File: config.mk
export PLATFORM = sky130hd
export DESIGN_NAME = button_reader
export DESIGN_NICKNAME = d
export VERILOG_FILES = /design/src/rtl/button_reader_pkg.sv /design/src/rtl/button_sync.sv /design/src/rtl/button_reader.sv
export SDC_FILE = /design/constraint.sdc
export NUM_CORES = 1
export LEC_CHECK = 0
export ABC_AREA = 1
export CAP_MARGIN = 20
export CORE_MARGIN = 5
export CORE_UTILIZATION = 55
export DETAILED_ROUTE_END_ITERATION = 10
export DONT_BUFFER_PORTS = 1
export PLACE_DENSITY = 0.7
export SLEW_MARGIN = 40
export SYNTH_ARGS = -nofsm -noshare
export SYNTH_HDL_FRONTEND = slang
export SYNTH_SLANG_ARGS = --single-unit
export TNS_END_PERCENT = 1
File: constraint.sdc
create_clock -name clk -period 1.99 [get_ports clk]
set_input_delay 0.199 -clock clk [delete_from_list [all_inputs] [get_ports clk]]
set_output_delay 0.199 -clock clk [all_outputs]
set_load 0.02 [all_outputs]
File: src/rtl/button_reader_pkg.sv
// Shared types and helpers for the push-button reader:
// FSM state encoding and a ceil-log2 counter-width function.
package button_reader_pkg;

  typedef enum logic [1:0] {
    ST_IDLE         = 2'd0,
    ST_PRESS_WAIT   = 2'd1,
    ST_PRESSED      = 2'd2,
    ST_RELEASE_WAIT = 2'd3
  } state_e;

  // Bits needed to hold 0 .. n-1 (never less than 1).
  function automatic int cnt_width(input int n);
    int w;
    w = 1;
    while ((1 << w) < n) w = w + 1;
    return w;
  endfunction

endpackage

File: src/rtl/button_sync.sv
// Two-flop synchronizer for the raw button pad level.
// Ports: clk, reset (sync, active-high), d (async in), q (synced out).
module button_sync (
  input  logic clk,
  input  logic reset,
  input  logic d,
  output logic q
);

  logic meta_q;
  logic sync_q;

  always_ff @(posedge clk) begin
    if (reset) begin
      meta_q <= 1'b0;
      sync_q <= 1'b0;
    end else begin
      meta_q <= d;
      sync_q <= meta_q;
    end
  end

  assign q = sync_q;

endmodule

File: src/rtl/button_reader.sv
// Debounced push-button reader with press/release/long strobes
// and a wrapping 4-bit press counter.
// Ports: clk, reset (sync, active-high), btn_in (raw pad),
//   count_clr; btn_level, press_pulse, release_pulse,
//   long_pulse, press_count[3:0].
module button_reader
  import button_reader_pkg::*;
#(
  parameter int DEBOUNCE_CYCLES   = 120000,
  parameter int LONG_PRESS_CYCLES = 12000000
) (
  input  logic       clk,
  input  logic       reset,
  input  logic       btn_in,
  input  logic       count_clr,
  output logic       btn_level,
  output logic       press_pulse,
  output logic       release_pulse,
  output logic       long_pulse,
  output logic [3:0] press_count
);

  localparam int DW = cnt_width(DEBOUNCE_CYCLES);
  localparam int HW = cnt_width(LONG_PRESS_CYCLES);

  localparam logic [DW-1:0] DB_LAST =
    DW'(DEBOUNCE_CYCLES - 1);
  localparam logic [HW-1:0] HOLD_LAST =
    HW'(LONG_PRESS_CYCLES - 1);
  localparam logic [HW-1:0] HOLD_PRE =
    HW'(LONG_PRESS_CYCLES - 2);

  logic btn_sync;

  state_e  state_q, state_d;
  logic [DW-1:0] db_cnt_q, db_cnt_d;
  logic [HW-1:0] hold_cnt_q, hold_cnt_d;
  logic level_q, level_d;
  logic press_q, press_d;
  logic release_q, release_d;
  logic long_q, long_d;
  logic [3:0] count_q, count_d;

  button_sync u_sync (
    .clk   (clk),
    .reset (reset),
    .d     (btn_in),
    .q     (btn_sync)
  );

  always_comb begin
    state_d    = state_q;
    db_cnt_d   = db_cnt_q;
    hold_cnt_d = hold_cnt_q;
    level_d    = level_q;
    press_d    = 1'b0;
    release_d  = 1'b0;
    long_d     = 1'b0;

    unique case (state_q)
      ST_IDLE: begin
        db_cnt_d = '0;
        if (btn_sync) state_d = ST_PRESS_WAIT;
      end

      ST_PRESS_WAIT: begin
        if (!btn_sync) begin
          state_d  = ST_IDLE;
          db_cnt_d = '0;
        end else if (db_cnt_q == DB_LAST) begin
          state_d    = ST_PRESSED;
          db_cnt_d   = '0;
          hold_cnt_d = '0;
          press_d    = 1'b1;
          level_d    = 1'b1;
        end else begin
          db_cnt_d = db_cnt_q + 1'b1;
        end
      end

      ST_PRESSED: begin
        db_cnt_d = '0;
        if (!btn_sync) begin
          // Hold count freezes while the release is judged.
          state_d = ST_RELEASE_WAIT;
        end else if (hold_cnt_q != HOLD_LAST) begin
          // Saturation makes the long strobe one-shot.
          hold_cnt_d = hold_cnt_q + 1'b1;
          long_d     = (hold_cnt_q == HOLD_PRE);
        end
      end

      ST_RELEASE_WAIT: begin
        if (btn_sync) begin
          state_d  = ST_PRESSED;
          db_cnt_d = '0;
        end else if (db_cnt_q == DB_LAST) begin
          state_d   = ST_IDLE;
          db_cnt_d  = '0;
          release_d = 1'b1;
          level_d   = 1'b0;
        end else begin
          db_cnt_d = db_cnt_q + 1'b1;
        end
      end

      default: begin
        state_d  = ST_IDLE;
        db_cnt_d = '0;
      end
    endcase
  end

  // Clear beats a coincident press strobe.
  always_comb begin
    count_d = count_q;
    if (count_clr)    count_d = '0;
    else if (press_q) count_d = count_q + 1'b1;
  end

  always_ff @(posedge clk) begin
    if (reset) begin
      state_q    <= ST_IDLE;
      db_cnt_q   <= '0;
      hold_cnt_q <= '0;
      level_q    <= 1'b0;
      press_q    <= 1'b0;
      release_q  <= 1'b0;
      long_q     <= 1'b0;
      count_q    <= '0;
    end else begin
      state_q    <= state_d;
      db_cnt_q   <= db_cnt_d;
      hold_cnt_q <= hold_cnt_d;
      level_q    <= level_d;
      press_q    <= press_d;
      release_q  <= release_d;
      long_q     <= long_d;
      count_q    <= count_d;
    end
  end

  assign btn_level     = level_q;
  assign press_pulse   = press_q;
  assign release_pulse = release_q;
  assign long_pulse    = long_q;
  assign press_count   = count_q;

endmodule

* Word-level counts from Yosys, hierarchy flattened *
Index checks and enable logic that the tools add are counted.

storage, ports and cells
  register bits after elaboration = 53
  input port bits = 4

cells by class
  add/subtract/negate cells = 3
  equality and inequality tests = 16
  muxes and demuxes = 22
  bitwise logic cells = 5
  reductions and logical operators = 11

operators with widths
  operator                                                                 number
  24-bit two-way mux                                                       4
  17-bit two-way mux                                                       3
  17-bit case mux with 3 select lines                                      1
  24-bit case mux with 2 select lines                                      1
  24-bit by 1-bit adder with 24-bit output, second input constant          1
  24-bit == test, second input constant                                    1
  24-bit inequality test, second input constant                            1
  17-bit by 1-bit adder with 17-bit output, second input constant          1
  17-bit == test, second input constant                                    1
  2-bit two-way mux                                                        6
  2-bit inequality test, second input constant                             5
  5-bit AND reduction                                                      2
  2-bit case mux with 4 select lines                                       1
  2-bit by 1-bit inequality test with 1-bit output, second input constant  3
  3-bit OR reduction                                                       2
  1-bit two-way mux                                                        5
  1-bit NOT                                                                5
  4-bit by 1-bit adder with 4-bit output, second input constant            1
  2-bit == test, second input constant                                     2
  4-bit AND reduction                                                      1
  2-bit nonzero test                                                       2
  2-bit OR reduction                                                       2
  4-bit OR reduction                                                       1
  3-bit by 2-bit inequality test with 1-bit output, second input constant  1
  4 further kinds                                                          4

* Longest topological paths before layout *
Gate-level depths: netlist of the first run.

  depth after elaboration = 4
  depth in mapped cells = 12
  mapped depth without buffers = 11

* By module *
From an unflattened synthesis of the first run, not the netlist that was laid out.

unflattened totals
  cells, all modules = 497
  area total of the unflattened synthesis = 3114.2 µm²

modules (own cells, without submodules)
  module         times used  cells an instance  area an instance (µm²)  sequential area each (µm²)
  button_reader  1           491                3059.2                  1021.0
  button_sync    1           6                  55.1                    40.0

* Worst setup path after synthesis of the first run *
No wires, ideal clock.

  path type = reg2reg
  from = register hold_cnt_q[0]
  to = register hold_cnt_q[13]
  arrival = 1.563 ns
  required time = 1.920 ns
  path slack = 0.358 ns
  stages on the path, launching flop included = 12
  buffers on the path = 2
  cell sequence = dfxtp_1 > ha_1 > nand3_2 > inv_2 > nand2_2 > nor2_2 > nand2_1 > nand3_2 > buf_6 > buf_12 > nand2_2 > a21oi_2

on the way
  word-level cells in the longest chain between the ends = 4

ends and longest elaborated chain
  what                                      RTL line              RTL
  from (decl)                               button_reader.sv:37   logic [HW-1:0] hold_cnt_q, hold_cnt_d;
  from (signal assigned)                    button_reader.sv:134  hold_cnt_q <= hold_cnt_d;
  24-bit by 1-bit adder with 24-bit output  button_reader.sv:88   hold_cnt_d = hold_cnt_q + 1'b1;
  24-bit two-way mux                        button_reader.sv:86   end else if (hold_cnt_q != HOLD_LAST) begin
  24-bit two-way mux                        button_reader.sv:83   if (!btn_sync) begin
  24-bit case mux with 2 select lines       button_reader.sv:60   unique case (state_q)

Parallel ways exist; a longest one is shown, timed or not. The select of a mux whose other input is x is not followed.
A chain may end at the register's enable or synchronous reset.

* Worst setup path after layout of the first run *
  from = register hold_cnt_q[0]
  to = register hold_cnt_q[21]

The elaborated chain is that of the path after synthesis.

==> impl_metrics.csv, run 1 <==
group,metric,value,unit
sta,setup_slack,0.2322,ns
floorplan,die-area,7115,um2
logic_synthesis,synth_seq_area_share,0.3490,
global_route,grt_max_degree,22,
place,place_ws,0.2483,ns
setup_path,path_max_fanout,13,
routing,vias,2823,
place,gp_congestion,0.9193,
setup_path,r2r_cells,11,
setup_path,cp_num_cells,11,
floorplan,coreArea,5439,um2
sta,drv_slew,0,
setup_path,cp-end-kind,"flop",
final_layout,multi_input_area,1718,um2
setup_path,crit_family,"simple AND/OR/NAND/NOR gates",
place,place_inst,546,
logic_synthesis,synth-async-reset-ratio,0,
setup_path,timing.rr.end,"hold_cnt_q[21]",
routing,wl_per_cell,12.05,um
cts,clock_latency,0.31,ns
global_route,antenna_found_initial,0,
cts,clock-sinks,53,
logic_synthesis,yosysTopAreaCell,"dfxtp_1",
logic_synthesis,synth_edf_count,0,
logic_synthesis,netlist.area_leader.share,0.3490,
cts,cts_buffer_depth,2,
setup_path,critical_path.max_stage_delay,0.42,ns
sta,timing.final.crit_share,0.8833,
logic_synthesis,synthTopCellsByArea,"dfxtp_1 (35%), nand2_1 (16%), nor2_1 (11%)",
sta,slew_headroom,0.6559,
floorplan,ios,12,
sta,period_minus_slack,1.758,ns
logic_synthesis,yosysUniqueCellTypes,35,
sta,hold_viol_final,0,
final_layout,fin_cells,556,
setup_path,startpoint_type,"flop",
sta,worstMarginPinSlew,0.5161,ns
setup_path,worstPathArrival,1.98,ns
power_and_ir_drop,pwr_density_cell,543.6,nW/um2
outcome,status,"finished clean",
final_layout,layout_common_cells,"nand2_1 (133), nor2_1 (86), dfxtp_1 (53)",
floorplan,rows,27,
logic_synthesis,syn_area_per_cell,6.414,um2
floorplan,die_w,84.35,um
logic_synthesis,syn_area,3040,um2
final_layout,antennaDiodeCount,0,
logic_synthesis,synthFlopType,"dfxtp_1",
global_route,grt_overflow,0,
final_layout,nNetsFinal,491,
final_layout,drive_gt1_frac,0.1054,
power_and_ir_drop,leakagePower,1.115,nW
final_layout,fillers,526,
setup_path,critPathSlowestCell,"dfxtp_1",
place,numPortBuffers,0,
worst_hold_path,hold_end,"press_count[1]",
setup_path,reg2reg_slack,0.23,ns
cts,clk_pin_slew,0.10,ns
sta,rsz0062_at_grt,"no",
worst_hold_path,hp-class,"input port to flop",
setup_path,crit_buf_inv,3,
cts,cts_root_buf,"clkbuf_8",
power_and_ir_drop,peakVddDrop,0.0004339,V
logic_synthesis,synth_cells,474,
routing,ant_nets,0,
setup_path,critical_path.cell_chain,"ha_1 -> nand3_2 -> inv_2 -> nand2_2 -> nor2_2 -> nand2_1 -> nand3_2 -> buf_4 -> o21ai_0 -> nand2_1 -> inv_1",
run,maxCapViolations,0,
setup_path,cp_data_required_time,2.22,ns
worst_hold_path,hp-start,"count_clr",
worst_hold_path,holdPathStages,2,
final_layout,final_common_cell,"nand2_1",
setup_path,crit_type,"flop to flop",
sta,whs,0.09092,ns
floorplan,dieHeight,84.35,um
sta,skew,0.008423,ns
routing,drt_iter0_markers,244,
final_layout,largest_reg_flops,24,
power_and_ir_drop,p_total,1.766,mW
routing,dr.pass1.iters,4,
routing,drc,0,
global_route,grt_pass1_wl,11800,um
logic_synthesis,yosysWarnings,0,
final_layout,regArea,1061,um2
logic_synthesis,syn_nets,482,
cts,tritoncts,"yes",
global_route,first_global_vias,2537,
routing,vias_per_cell,5.077,
sta,fin_setup_tns,0,ns
sta,fmaxAchievable,568.9,MHz
routing,routed_wl,6702,um
cts,numCtsBuffers,5,
sta,setup-violations-final,0,
cts,cts-htree-levels,2,
logic_synthesis,ys_ff_latch,53,
global_route,grtUsageTotal,0.1993,
setup_path,regToRegStartpoint,"hold_cnt_q[0]",
final_layout,regMostFlops,"hold_cnt_q",
floorplan,start_util,0.5590,
setup_path,startpoint,"hold_cnt_q[0]",
place,dp_hpwl,4985,um
final_layout,areaGrowthSynthToFinish,6.831,%
## worst reg2reg max path: cells and delay by family, from the launching register on
family                     cells  cell delay, ns
buffers and inverters          3            0.36
adders and majority gates      1            0.22
AOI/OAI and AO/OA              1            0.11
DFF                            1            0.42
and+or+nand+nor                6            0.56
## layer usage
metal / global-route usage / wire length (um)
met1: 0.2933 / 3438
met2: 0.2956 / 2787
met3: 0.04514 / 387
met4: 0.04748 / 89
met5: 0 / 0
## synth_stat cells (3+ instances only)
cell / number
a21oi_1: 18
a21oi_2: 10
clkbuf_1: 3
dfxtp_1: 53
ha_1: 4
inv_1: 52
nand2_1: 133
nand2_2: 13
nand3_1: 26
nand4_1: 7
nor2_1: 86
nor2_2: 4
nor3_1: 16
nor3b_1: 5
o21ai_0: 9
xnor2_1: 4
xor2_1: 8
## worst max-delay path by stage
stage	endpoint
floorplan	hold_cnt_q[13]
global placement	hold_cnt_q[21]
detailed placement	hold_cnt_q[21]
CTS	hold_cnt_q[21]
global route	db_cnt_q[12]
finish	hold_cnt_q[21]
## power breakdown
part           switching, mW  internal (mW)  leakage (nW)
logic                 0.0437         0.0151         0.643
registers            0.00480           1.06         0.427
clock network          0.382          0.255        0.0447
## cells by family (layout without fill, tap and decap cells)
kind of cell             after synthesis  after routing  synth area share
adder cells (fa/ha/maj)                4              4           0.01646
XOR/XNOR                              12             12           0.03457
AO/OA/AOI/OAI                         43             43           0.08683
flip-flops                            53             53            0.3490
buffers and inverters                 63             73           0.08766
AND/OR/NAND/NOR                      299            299            0.4255
## final cells by class
cell class	instances	share of cell area
flip-flops and latches	53	0.3267
clock inverters	3	0.007704
clock buffers	5	0.02119
repair buffers	11	0.02542
multi-input cells	358	0.5289
well taps	72	0.02773
inverters	54	0.06240
## repair_timing
item	CTS	global route
endpoints found under the hold margin	21	1
hold buffers	1	1
setup buffers	0	0
endpoints found under the setup margin	0	1
resized for setup	0	1
## stage by stage
step	util	cell area [um2]
floorplan	-	3040
global placement	0.5763	3134
detailed placement	0.5763	3134
CTS	0.5954	3238
global route	0.5972	3248
finish	0.5972	3248
No activity file was read; power rests on OpenSTA's default activity.
==> run 2, diff against run 1 <==
--- a/config.mk
+++ b/config.mk
@@ -12,7 +12,7 @@
 export DETAILED_ROUTE_END_ITERATION = 10
 export DONT_BUFFER_PORTS = 1
 export PLACE_DENSITY = 0.7
-export SLEW_MARGIN = 40
+export SETUP_SLACK_MARGIN = 0.1
 export SYNTH_ARGS = -nofsm -noshare
 export SYNTH_HDL_FRONTEND = slang
 export SYNTH_SLANG_ARGS = --single-unit
==> run 2 against run 1 <==
Flip-flop and latch count unchanged. Count of clock-buffer cells in the layout unchanged. First-iteration DRC count down 14%. Critical path depth unchanged. Fmax up 3.3%. Final cell count up 0.36%. Power down 0.10%. Sequential power about the same. Global-route usage unchanged. Clock skew down 0.0014 ns. Via count up 0.28%. Critical endpoint unchanged. Largest cell class unchanged.
==> impl_metrics.csv, run 2 (same netlist as run 1, synthesis figures left out) <==
group,metric,value,unit
sta,drv_slew,0,
place,numPortBuffers,0,
setup_path,endpoint,"hold_cnt_q[21]",
floorplan,ios,12,
final_layout,layout_common_cells,"nand2_1 (133), nor2_1 (85), inv_1 (52)",
final_layout,largest_reg_flops,24,
outcome,status,"finished clean",
sta,fmaxAchievable,587.5,MHz
cts,clock_latency,0.31,ns
final_layout,areaGrowthSynthToFinish,7.654,%
sta,worstMarginPinSlew,1.027,ns
cts,numCtsBuffers,5,
setup_path,reg2reg_slack,0.29,ns
routing,drt_iter0_markers,209,
sta,timing.final.crit_share,0.8554,
sta,period_minus_slack,1.702,ns
place,dp_hpwl,4985,um
power_and_ir_drop,peakVddDrop,0.0004338,V
setup_path,critPathSlowestCell,"dfxtp_2",
floorplan,coreArea,5439,um2
routing,drc,0,
global_route,first_global_vias,2537,
power_and_ir_drop,pwr_density_cell,538.9,nW/um2
final_layout,antennaDiodeCount,0,
global_route,grtUsageTotal,0.1993,
setup_path,startpoint,"hold_cnt_q[0]",
final_layout,drive_gt1_frac,0.1132,
routing,vias_per_cell,5.073,
cts,cts_buffer_depth,2,
final_layout,fin_util,0.6018,
power_and_ir_drop,leakagePower,1.127,nW
setup_path,path_max_fanout,13,
sta,rsz0062_at_grt,"yes",
setup_path,timing.rr.end,"hold_cnt_q[21]",
worst_hold_path,hp-class,"input port to flop",
setup_path,crit_type,"flop to flop",
floorplan,dieHeight,84.35,um
floorplan,die-area,7115,um2
floorplan,rows,27,
setup_path,r2r_cells,11,
cts,tritoncts,"yes",
setup_path,critical_path.cell_chain,"ha_1 -> nand3_2 -> inv_2 -> nand2_2 -> nor2_2 -> nand2_1 -> nand3_2 -> buf_4 -> o21ai_0 -> nand2_1 -> inv_1",
power_and_ir_drop,p_total,1.764,mW
global_route,antenna_found_initial,0,
setup_path,cp_data_required_time,2.21,ns
cts,clock-sinks,53,
final_layout,final_common_cell,"nand2_1",
setup_path,startpoint_type,"flop",
setup_path,critical_path.max_stage_delay,0.38,ns
routing,dr.pass1.iters,4,
setup_path,regToRegStartpoint,"hold_cnt_q[0]",
cts,cts_root_buf,"clkbuf_8",
routing,ant_nets,0,
routing,wl_per_cell,12.00,um
place,gp_congestion,0.9193,
global_route,grt_pass1_wl,11800,um
cts,cts-htree-levels,2,
sta,hold_viol_final,0,
setup_path,cp-end-kind,"flop",
floorplan,die_w,84.35,um
final_layout,regMostFlops,"hold_cnt_q",
global_route,grt_overflow,0,
routing,routed_wl,6697,um
sta,fin_setup_tns,0,ns
sta,skew,0.007039,ns
cts,clk_pin_slew,0.10,ns
sta,setup-violations-final,0,
routing,vias,2831,
setup_path,worstPathArrival,1.93,ns
floorplan,start_util,0.5590,
final_layout,nNetsFinal,493,
run,maxCapViolations,0,
global_route,grt_max_degree,22,
sta,slew_headroom,0.3131,
[run 2: final cells by class]
type	instances	area [um2]
well taps	72	90.09
clock buffers	5	68.82
flip-flops and latches	53	1064
clock inverters	3	25.02
fillers	524	2166
multi-input cells	358	1720
repair buffers	13	102.6
inverters	54	202.7
[run 2: what timing repair did]
item,in CTS,in global routing
setup endpoints to repair,0,13
resized for setup,0,4
buffers inserted,0,2
endpoints found under the hold margin,21,1
hold buffers,1,1
[run 2: metrics by stage]
step	instances	hold slack (ns)	setup slack, ns	cell area [um2]
2_1_floorplan	474	0.2783	0.3575	3040
3_3_place_gp	546	0.2692	0.2918	3134
3_5_place_dp	546	0.2720	0.2483	3134
4_1_cts	555	0.002841	0.2323	3238
5_1_grt	558	0.09491	0.08894	3273
6_report	558	0.09427	0.2878	3273
[run 2: report_power, final]
part | switching (mW) | internal (mW) | total (mW)
Combinational | 0.0438 | 0.0158 | 0.0596
Sequential | 0.00472 | 1.06 | 1.07
Clock | 0.380 | 0.255 | 0.635
Total | 0.428 | 1.34 | 1.76
[run 2: worst min path at each step]
stage          startpoint  cells after the start        endpoint
2_1_floorplan       reset                      1      state_q[0]
3_3_place_gp        reset                      1  hold_cnt_q[16]
3_5_place_dp        reset                      1  hold_cnt_q[16]
4_1_cts            btn_in                      2   u_sync.meta_q
5_1_grt         count_clr                      2  press_count[0]
6_report        count_clr                      2  press_count[1]
[run 2: per-layer routing]
| metal | share of wire | wire length, um | GRT usage | vias to the layer above |
|---|---|---|---|---|
| met3 | 0.061 | 411 | 0.04514 | 8 |
| met2 | 0.41 | 2776 | 0.2956 | 63 |
| met4 | 0.013 | 89 | 0.04748 | 0 |
| met5 | 0 | 0 | 0 | - |
| met1 | 0.51 | 3420 | 0.2933 | 1244 |
| li1 | - | - | - | 1516 |
[run 2: worst max-delay path: cells and delay by family (launching register included)]
kind / cells / cell delay, ns
buffers and inverters: 3 / 0.36
adders and majority gates: 1 / 0.20
and+or+nand+nor: 6 / 0.55
AOI/OAI and AO/OA: 1 / 0.11
DFF: 1 / 0.38
